<file path="src/rtl/wb_stage.sv">
// wb_stage: writeback stage driving a registered one-cycle regfile write pulse, with load extension
module wb_stage #(
    parameter int CNT_W = 64
) (
    input  logic             clk,
    input  logic             rst,
    input  logic             in_valid,
    output logic             in_ready,
    input  logic [4:0]       in_rd,
    input  logic             in_is_load,
    input  logic [2:0]       in_funct3,
    input  logic [1:0]       in_addr_lo,
    input  logic [31:0]      in_result,
    input  logic             dmem_resp,
    input  logic [31:0]      dmem_rdata,
    output logic             rf_load,
    output logic [4:0]       rf_dest,
    output logic [31:0]      rf_wdata,
    output logic             rf_valid_forward,
    output logic [CNT_W-1:0] retired,
    output logic             spurious_resp
);
    typedef enum logic {IDLE, WAIT_MEM} state_t;
    state_t state_q, state_d;
    logic [4:0] rd_q, rd_d;
    logic [2:0] funct3_q, funct3_d;
    logic [1:0] addr_q, addr_d;
    logic load_q, load_d;
    logic [4:0] dest_q, dest_d;
    logic [31:0] wdata_q, wdata_d;
    logic [CNT_W-1:0] retired_q;
    logic spurious_q, retire;
    logic [7:0] byte_v;
    logic [15:0] half_v;
    logic [31:0] ext_v;
    assign byte_v = 8'(dmem_rdata >> {addr_q, 3'b000});
    assign half_v = addr_q[1] ? dmem_rdata[31:16] : dmem_rdata[15:0];
    assign ext_v = funct3_q == 3'b000 ? {{24{byte_v[7]}}, byte_v} :
                   funct3_q == 3'b100 ? {24'b0, byte_v} :
                   funct3_q == 3'b001 ? {{16{half_v[15]}}, half_v} :
                   funct3_q == 3'b101 ? {16'b0, half_v} : dmem_rdata;
    assign in_ready = state_q == IDLE;
    always_comb begin
        state_d = state_q;
        rd_d = rd_q;
        funct3_d = funct3_q;
        addr_d = addr_q;
        load_d = 1'b0;
        dest_d = dest_q;
        wdata_d = wdata_q;
        retire = 1'b0;
        if (state_q == IDLE && in_valid) begin
            if (in_is_load) begin
                rd_d = in_rd;
                funct3_d = in_funct3;
                addr_d = in_addr_lo;
                state_d = WAIT_MEM;
            end else begin
                dest_d = in_rd;
                wdata_d = in_result;
                load_d = in_rd != 5'd0;
                retire = 1'b1;
            end
        end else if (state_q == WAIT_MEM && dmem_resp) begin
            dest_d = rd_q;
            wdata_d = ext_v;
            load_d = rd_q != 5'd0;
            retire = 1'b1;
            state_d = IDLE;
        end
    end
    always_ff @(posedge clk) begin
        if (rst) begin
            state_q <= IDLE;
            rd_q <= '0;
            funct3_q <= '0;
            addr_q <= '0;
            load_q <= 1'b0;
            dest_q <= '0;
            wdata_q <= '0;
            retired_q <= '0;
            spurious_q <= 1'b0;
        end else begin
            state_q <= state_d;
            rd_q <= rd_d;
            funct3_q <= funct3_d;
            addr_q <= addr_d;
            load_q <= load_d;
            dest_q <= dest_d;
            wdata_q <= wdata_d;
            retired_q <= retired_q + CNT_W'(retire);
            spurious_q <= spurious_q | (dmem_resp && state_q == IDLE);
        end
    end
    assign rf_load = load_q;
    assign rf_valid_forward = load_q;
    assign rf_dest = dest_q;
    assign rf_wdata = wdata_q;
    assign retired = retired_q;
    assign spurious_resp = spurious_q;
endmodule

</file>
<file path="config.mk">
export PLATFORM = sky130hd
export DESIGN_NAME = wb_stage
export DESIGN_NICKNAME = d
export VERILOG_FILES = /design/src/rtl/wb_stage.sv
export SDC_FILE = /design/constraint.sdc
export NUM_CORES = 1
export LEC_CHECK = 0
export BUFFER_PORTS_ARGS = -buffer_cell sky130_fd_sc_hd__buf_2
export CAP_MARGIN = 20
export CORE_MARGIN = 2
export CORE_UTILIZATION = 52
export CTS_CLUSTER_DIAMETER = 50
export CTS_CLUSTER_SIZE = 24
export DETAILED_ROUTE_END_ITERATION = 10
export PLACE_DENSITY = 0.88
export SYNTH_ARGS = -nofsm -noshare
export SYNTH_HDL_FRONTEND = slang
export SYNTH_SLANG_ARGS = --single-unit
</file>
<file path="constraint.sdc">
create_clock -name clk -period 3.25 [get_ports clk]
set_clock_uncertainty 0.1 [all_clocks]
set_input_delay 0.4875 -clock clk [delete_from_list [all_inputs] [get_ports clk]]
set_output_delay 0.4875 -clock clk [all_outputs]
set_load 0.01 [all_outputs]
</file>
Word-level counts from Yosys, hierarchy flattened
Cells that the tools add are included.
{"block": "word_totals", "reg_bits": 114, "inputBits": 79, "out_inout_bits": 105, "elab_cells": 48}
{"block": "classes", "n_addsub": 1, "eq_ne": 5, "n_shift": 1, "muxes": 20, "n_bitwise": 2, "reduce_logical": 10}
{"cell": "two-way mux 32 bit", "n": 7}
{"cell": "adder 64 x 1 -> 64 bit", "n": 1}
{"cell": ">> shifter 32 x 5 -> 8 bit", "n": 1}
{"cell": "two-way mux 16 bit", "n": 1}
{"cell": "two-way mux 5 bit", "n": 3}
{"cell": "nonzero test 5 bit", "n": 2}
{"cell": "two-way mux 1 bit", "n": 9}
{"cell": "== test 3 bit, second input constant", "n": 2}
{"cell": "AND reduction 2 bit", "n": 3}
{"cell": "inequality test 2 bit, second input constant", "n": 2}
{"cell": "== test 3 x 1 -> 1 bit, second input constant", "n": 1}
{"cell": "logical AND 1 bit", "n": 3}
{"cell": "zero test 3 bit", "n": 1}
{"cell": "nonzero test 2 bit", "n": 1}
{"cell": "NOT 1 bit", "n": 1}
{"cell": "OR 1 bit", "n": 1}

Depth between registers and ports, before layout
{"block": "logic_depth", "depth_word": 7, "mapped_depth": 13, "depth_no_buf": 11}

Worst setup path before layout
No wires, ideal clock.
{"block": "synth_timing", "kind": "input-to-reg", "startpoint": "in in_valid", "endpoint": "reg retired_q[58], in the netlist retired[58]", "setup_time_ns": 0.132, "arrival_ns": 2.766, "t_required_ns": 3.018, "slack_ns": 0.252, "stages": 13, "path_buffers": 2, "cell_sequence": "nand2b_1 > nor2_1 > a21oi_1 > clkinv_1 > clkbuf_1 > ha_1 > ha_1 > nand2_1 > nor2_2 > nand4_1 > clkbuf_1 > o41ai_1 > a21oi_1"}
{"block": "synth_via", "elab_chain_cells": 3}
{"element": "start: declaration", "line_no": "7", "text": "input logic in_valid,"}
{"element": "logical AND 1 bit", "line_no": "52", "text": "if (state_q == IDLE && in_valid) begin"}
{"element": "two-way mux 1 bit", "line_no": "52"}
{"element": "adder 64 x 1 -> 64 bit", "line_no": "91", "text": "retired_q <= retired_q + CNT_W'(retire);"}
{"element": "end signal: assignment", "line_no": "91"}
{"element": "end: declaration", "line_no": "31", "text": "logic [CNT_W-1:0] retired_q;"}
Every way passes these cells.
A chain may end at the register's enable or synchronous reset.

Worst setup path after layout
{"block": "layout_timing", "startpoint": "reg state_q", "endpoint": "reg retired_q[52], in the netlist retired[52]"}
{"block": "layout_via", "elab_chain_cells": 4, "elab_cells_between_ends": 6, "classes_between": "add/sub: 1; mux: 2; bitwise: 1; reduce/logical: 2"}
{"element": "start: declaration", "line_no": "24", "text": "state_t state_q, state_d;"}
{"element": "start signal: assignment", "line_no": "84", "text": "state_q <= state_d;"}
{"element": "logical AND 1 bit or NOT 1 bit (tied branches)", "line_no": "64, 52"}
{"element": "two-way mux 1 bit or logical AND 1 bit (tied branches)", "line_no": "64, 52"}
{"element": "two-way mux 1 bit (*)", "line_no": "52"}
{"element": "adder 64 x 1 -> 64 bit (*)", "line_no": "91"}
Mark *: on every way between the ends. The rest lies on a longest branch, timed or not.

==> results by group <==
Routing
  – Total iterations of the first detailed-routing run: 6
  – Starting DRC count in detailed routing: 709
  – Count of antenna-violating nets left after detailed routing: 0
  – Total Routed Length: 17600 um
  – Drt wl/cell: roughly 17 um
  – Residual DRC count: 0
  – Detailed-route via count: 6338
  – Vias per Instance: between 6 and 7

Setup path
  – Largest fanout on the critical path: 18
  – Data arrival time at the worst-slack endpoint: 3220 ps
  – Kind of start point of the critical path: register
  – Kind of capture point of the worst setup path: register
  – Reg2Reg Depth: 12
  – Critical path class: register to register
  – Worst endpoint required time: about 3600 ps

Clock tree
  – Setup bufs post-CTS: 0
  – Sinks on the clock net: 114
  – Worst-Skew Late Latency: 510 ps
  – Gates resized, CTS repair: 0
  – Number of buffers inserted during clock tree synthesis: 17
  – Clock buffer depth: 2
  – Clock tree from TritonCTS: done
  – # hold bufs at CTS: 0
  – Root buf cell: clkbuf_8
  – Clock input transition at the sequential cells of the worst setup and hold paths: 60 ps
  – H-tree levels: 4

Global routing
  – Total global routing overflow: 0
  – Global-route wire length before repair: 27500 um
  – Pin count of the biggest net entering global routing: slightly below 60
  – Aggregate global-route resource usage: 28.6%
  – Antenna violations before repair: 1
  – Vias in the first global route: 5681

Synth
  – Post-synthesis cell type with the largest combined area: dfxtp_1
  – Mean post-synth cell area: around 8.1 um2
  – Total standard cell area after synthesis: 5840 um2
  – Number of enable flip-flop cells after synthesis: 0
  – Cells taking the most area after synthesis: dfxtp_1 39%, nor2_1 6.5%, a21oi_1 5.5%
  – Sequential-to-total area share from yosys stat: 39.1%
  – Yosys top cell area share: 39.1%
  – Main synth FF type: dfxtp_1
  – Number of instances in the synthesized netlist: 718
  – Total of warnings raised by yosys: 0
  – Top cells by instance count after synthesis: 114 x dfxtp_1, 101 x nor2_1, 66 x nand2_1
  – Most frequent cell after synthesis: dfxtp_1
  – Flip-flop and latch count after synthesis: roughly 110
  – FFs w/ async S/R, synth: 0%
  – Number of nets in the synthesized netlist: 799
  – Number of distinct library cells after synthesis: 49

Final layout
  – Fill cell instance count of the final layout: between 800 and 900
  – Final std cell area, no fill: ~7400 um2
  – Total number of nets in the final design: between 900 and 1000
  – Area growth, synth to finish: 27.6%
  – Proportion of layout cells with a drive suffix above 1: 28.3%

Power
  – Static leakage: 3.04 nW
  – Areal power density over the cells: 493 nW/um2
  – Worst IR drop on VDD: 0.307 mV
  – Total power of the final layout: roughly 0.0037 W

Placed design
  – Number of buffers inserted by port buffering: 183
  – Instance area at placement: between 6000 and 7000 um2
  – Routability congestion estimate from global placement: 0.908
  – DP Wirelength: approximately 12000 um

STA
  – Slew at the pin with the worst max-slew slack: around 820 ps
  – Final TNS setup: 0 ps
  – RSZ-0062 raised after global routing: false
  – Hold Vio Cnt, Final: 0
  – Final setup viols: 0
  – Number of max-slew violations in the final report: 0
  – Clock period minus worst slack: 2890 ps
  – Crit share post-route: between 80% and 90%
  – Max-Slew Margin vs Limit: 45.5%
  – Maximum clock rate: 0.346 GHz

Die
  – DIE AREA: around 12000 um2
  – # rows: 38
  – DIE HEIGHT: about 110 um
  – Io pins: 184
  – Die width: 110 um
  – Initial Utilization: 53.6%
  – Area of the core region: 10900 um2

Outcome
  – Run status: complete, no violations

Job
  – Max-capacitance violation count: 0

Worst hold path
  – Type of the tightest min-delay check: primary input to register
  – Number of stages on the worst hold path: 3
-- logic make-up (layout without fill, tap and decap cells) --
kind of cell / after synthesis / after routing / share of synthesized area (%)
other: 0 / 2 / 0
AOI/OAI and AO/OA: 175 / 175 / 20.0
DFF: 114 / 114 / 39.1
and+or+nand+nor: 311 / 311 / 27.2
adders and majority gates: 2 / 2 / 0.429
xor gates and xnor gates: 33 / 33 / 4.95
buffers and inverters: 73 / 251 / 4.86
muxes: 10 / 10 / 3.45
-- critical path, cell delays in order, from the launching register on --
cell and delay [ps]:
dfxtp_1 380, nand2b_1 190, nor2_1 200, a21oi_4 50, clkinv_1 80, ha_1 220, ha_1 260, nand2_1 110
nor2_2 260, nand4_1 120, buf_4 220, or4_1 490, a21oi_1 150
-- metrics by stage --
stage	setup WS, ps	std cells	util, %	hold slack, ps
floorplan	252	718	-	344
global placement	407	1005	63.2	343
detailed placement	327	1005	63.2	344
CTS	363	1036	68.4	131
global route	147	1036	68.4	138
finish	362	1038	68.4	139
-- layout by cell type (no fill, tap or decap), types with 16 or more instances in the layout --
cell	instances
nand3_1	31
o21ai_0	21
a221oi_1	17
inv_1	19
nand2_1	66
nor2_1	101
nand4_1	33
dfxtp_1	114
clkbuf_16	16
a21oi_1	63
xor2_1	26
buf_4	17
buf_2	182
-- metal layers --
metal  up-vias  global-route usage (%)  share of wire, %
met5         -                       0                 0
met4         0                    9.86               2.0
met3        40                    6.05               9.3
met2       348                    46.8                49
met1      2964                    37.4                40
li1       2986                       -                 -
-- cell type report --
| class | instances | area, um2 | share of cell area [%] |
|---|---|---|---|
| clock buffers | 18 | 428 | 5.75 |
| clock inverters | 13 | 138 | 1.85 |
| inverters | 20 | 75.1 | 1.01 |
| well taps | 140 | 175 | 2.35 |
| repair buffers | 200 | 1060 | 14.2 |
| diodes | 2 | 5.00 | 0.0672 |
| flip-flops and latches | 114 | 2280 | 30.6 |
| multi-input cells | 531 | 3290 | 44.1 |
-- power by group --
part / total (W) / internal, W / switching, W
clock: 0.00178 / 0.00110 / 0.000677
combinational: 0.000413 / 0.000167 / 0.000246
sequential: 0.00147 / 0.00145 / 0.0000275
total: 0.00367 / 0.00272 / 0.000950
-- flip-flops by register name, summed over array words and instances, names as in the netlist --
name,cells
retired,64
rf_wdata,32
rd_q,5
rf_dest,5
funct3_q,3
addr_q,2
rf_load,1
spurious_resp,1
state_q,1
-- path summary, 6_finish.rpt --
kind                  from            to  slack, ps
min reg2reg   rf_wdata[18]  rf_wdata[18]        350
max reg2reg        state_q   retired[52]        360
min          in_addr_lo[1]     addr_q[1]        140
max                state_q   retired[52]        360
Power figures use the tool's default switching activity.
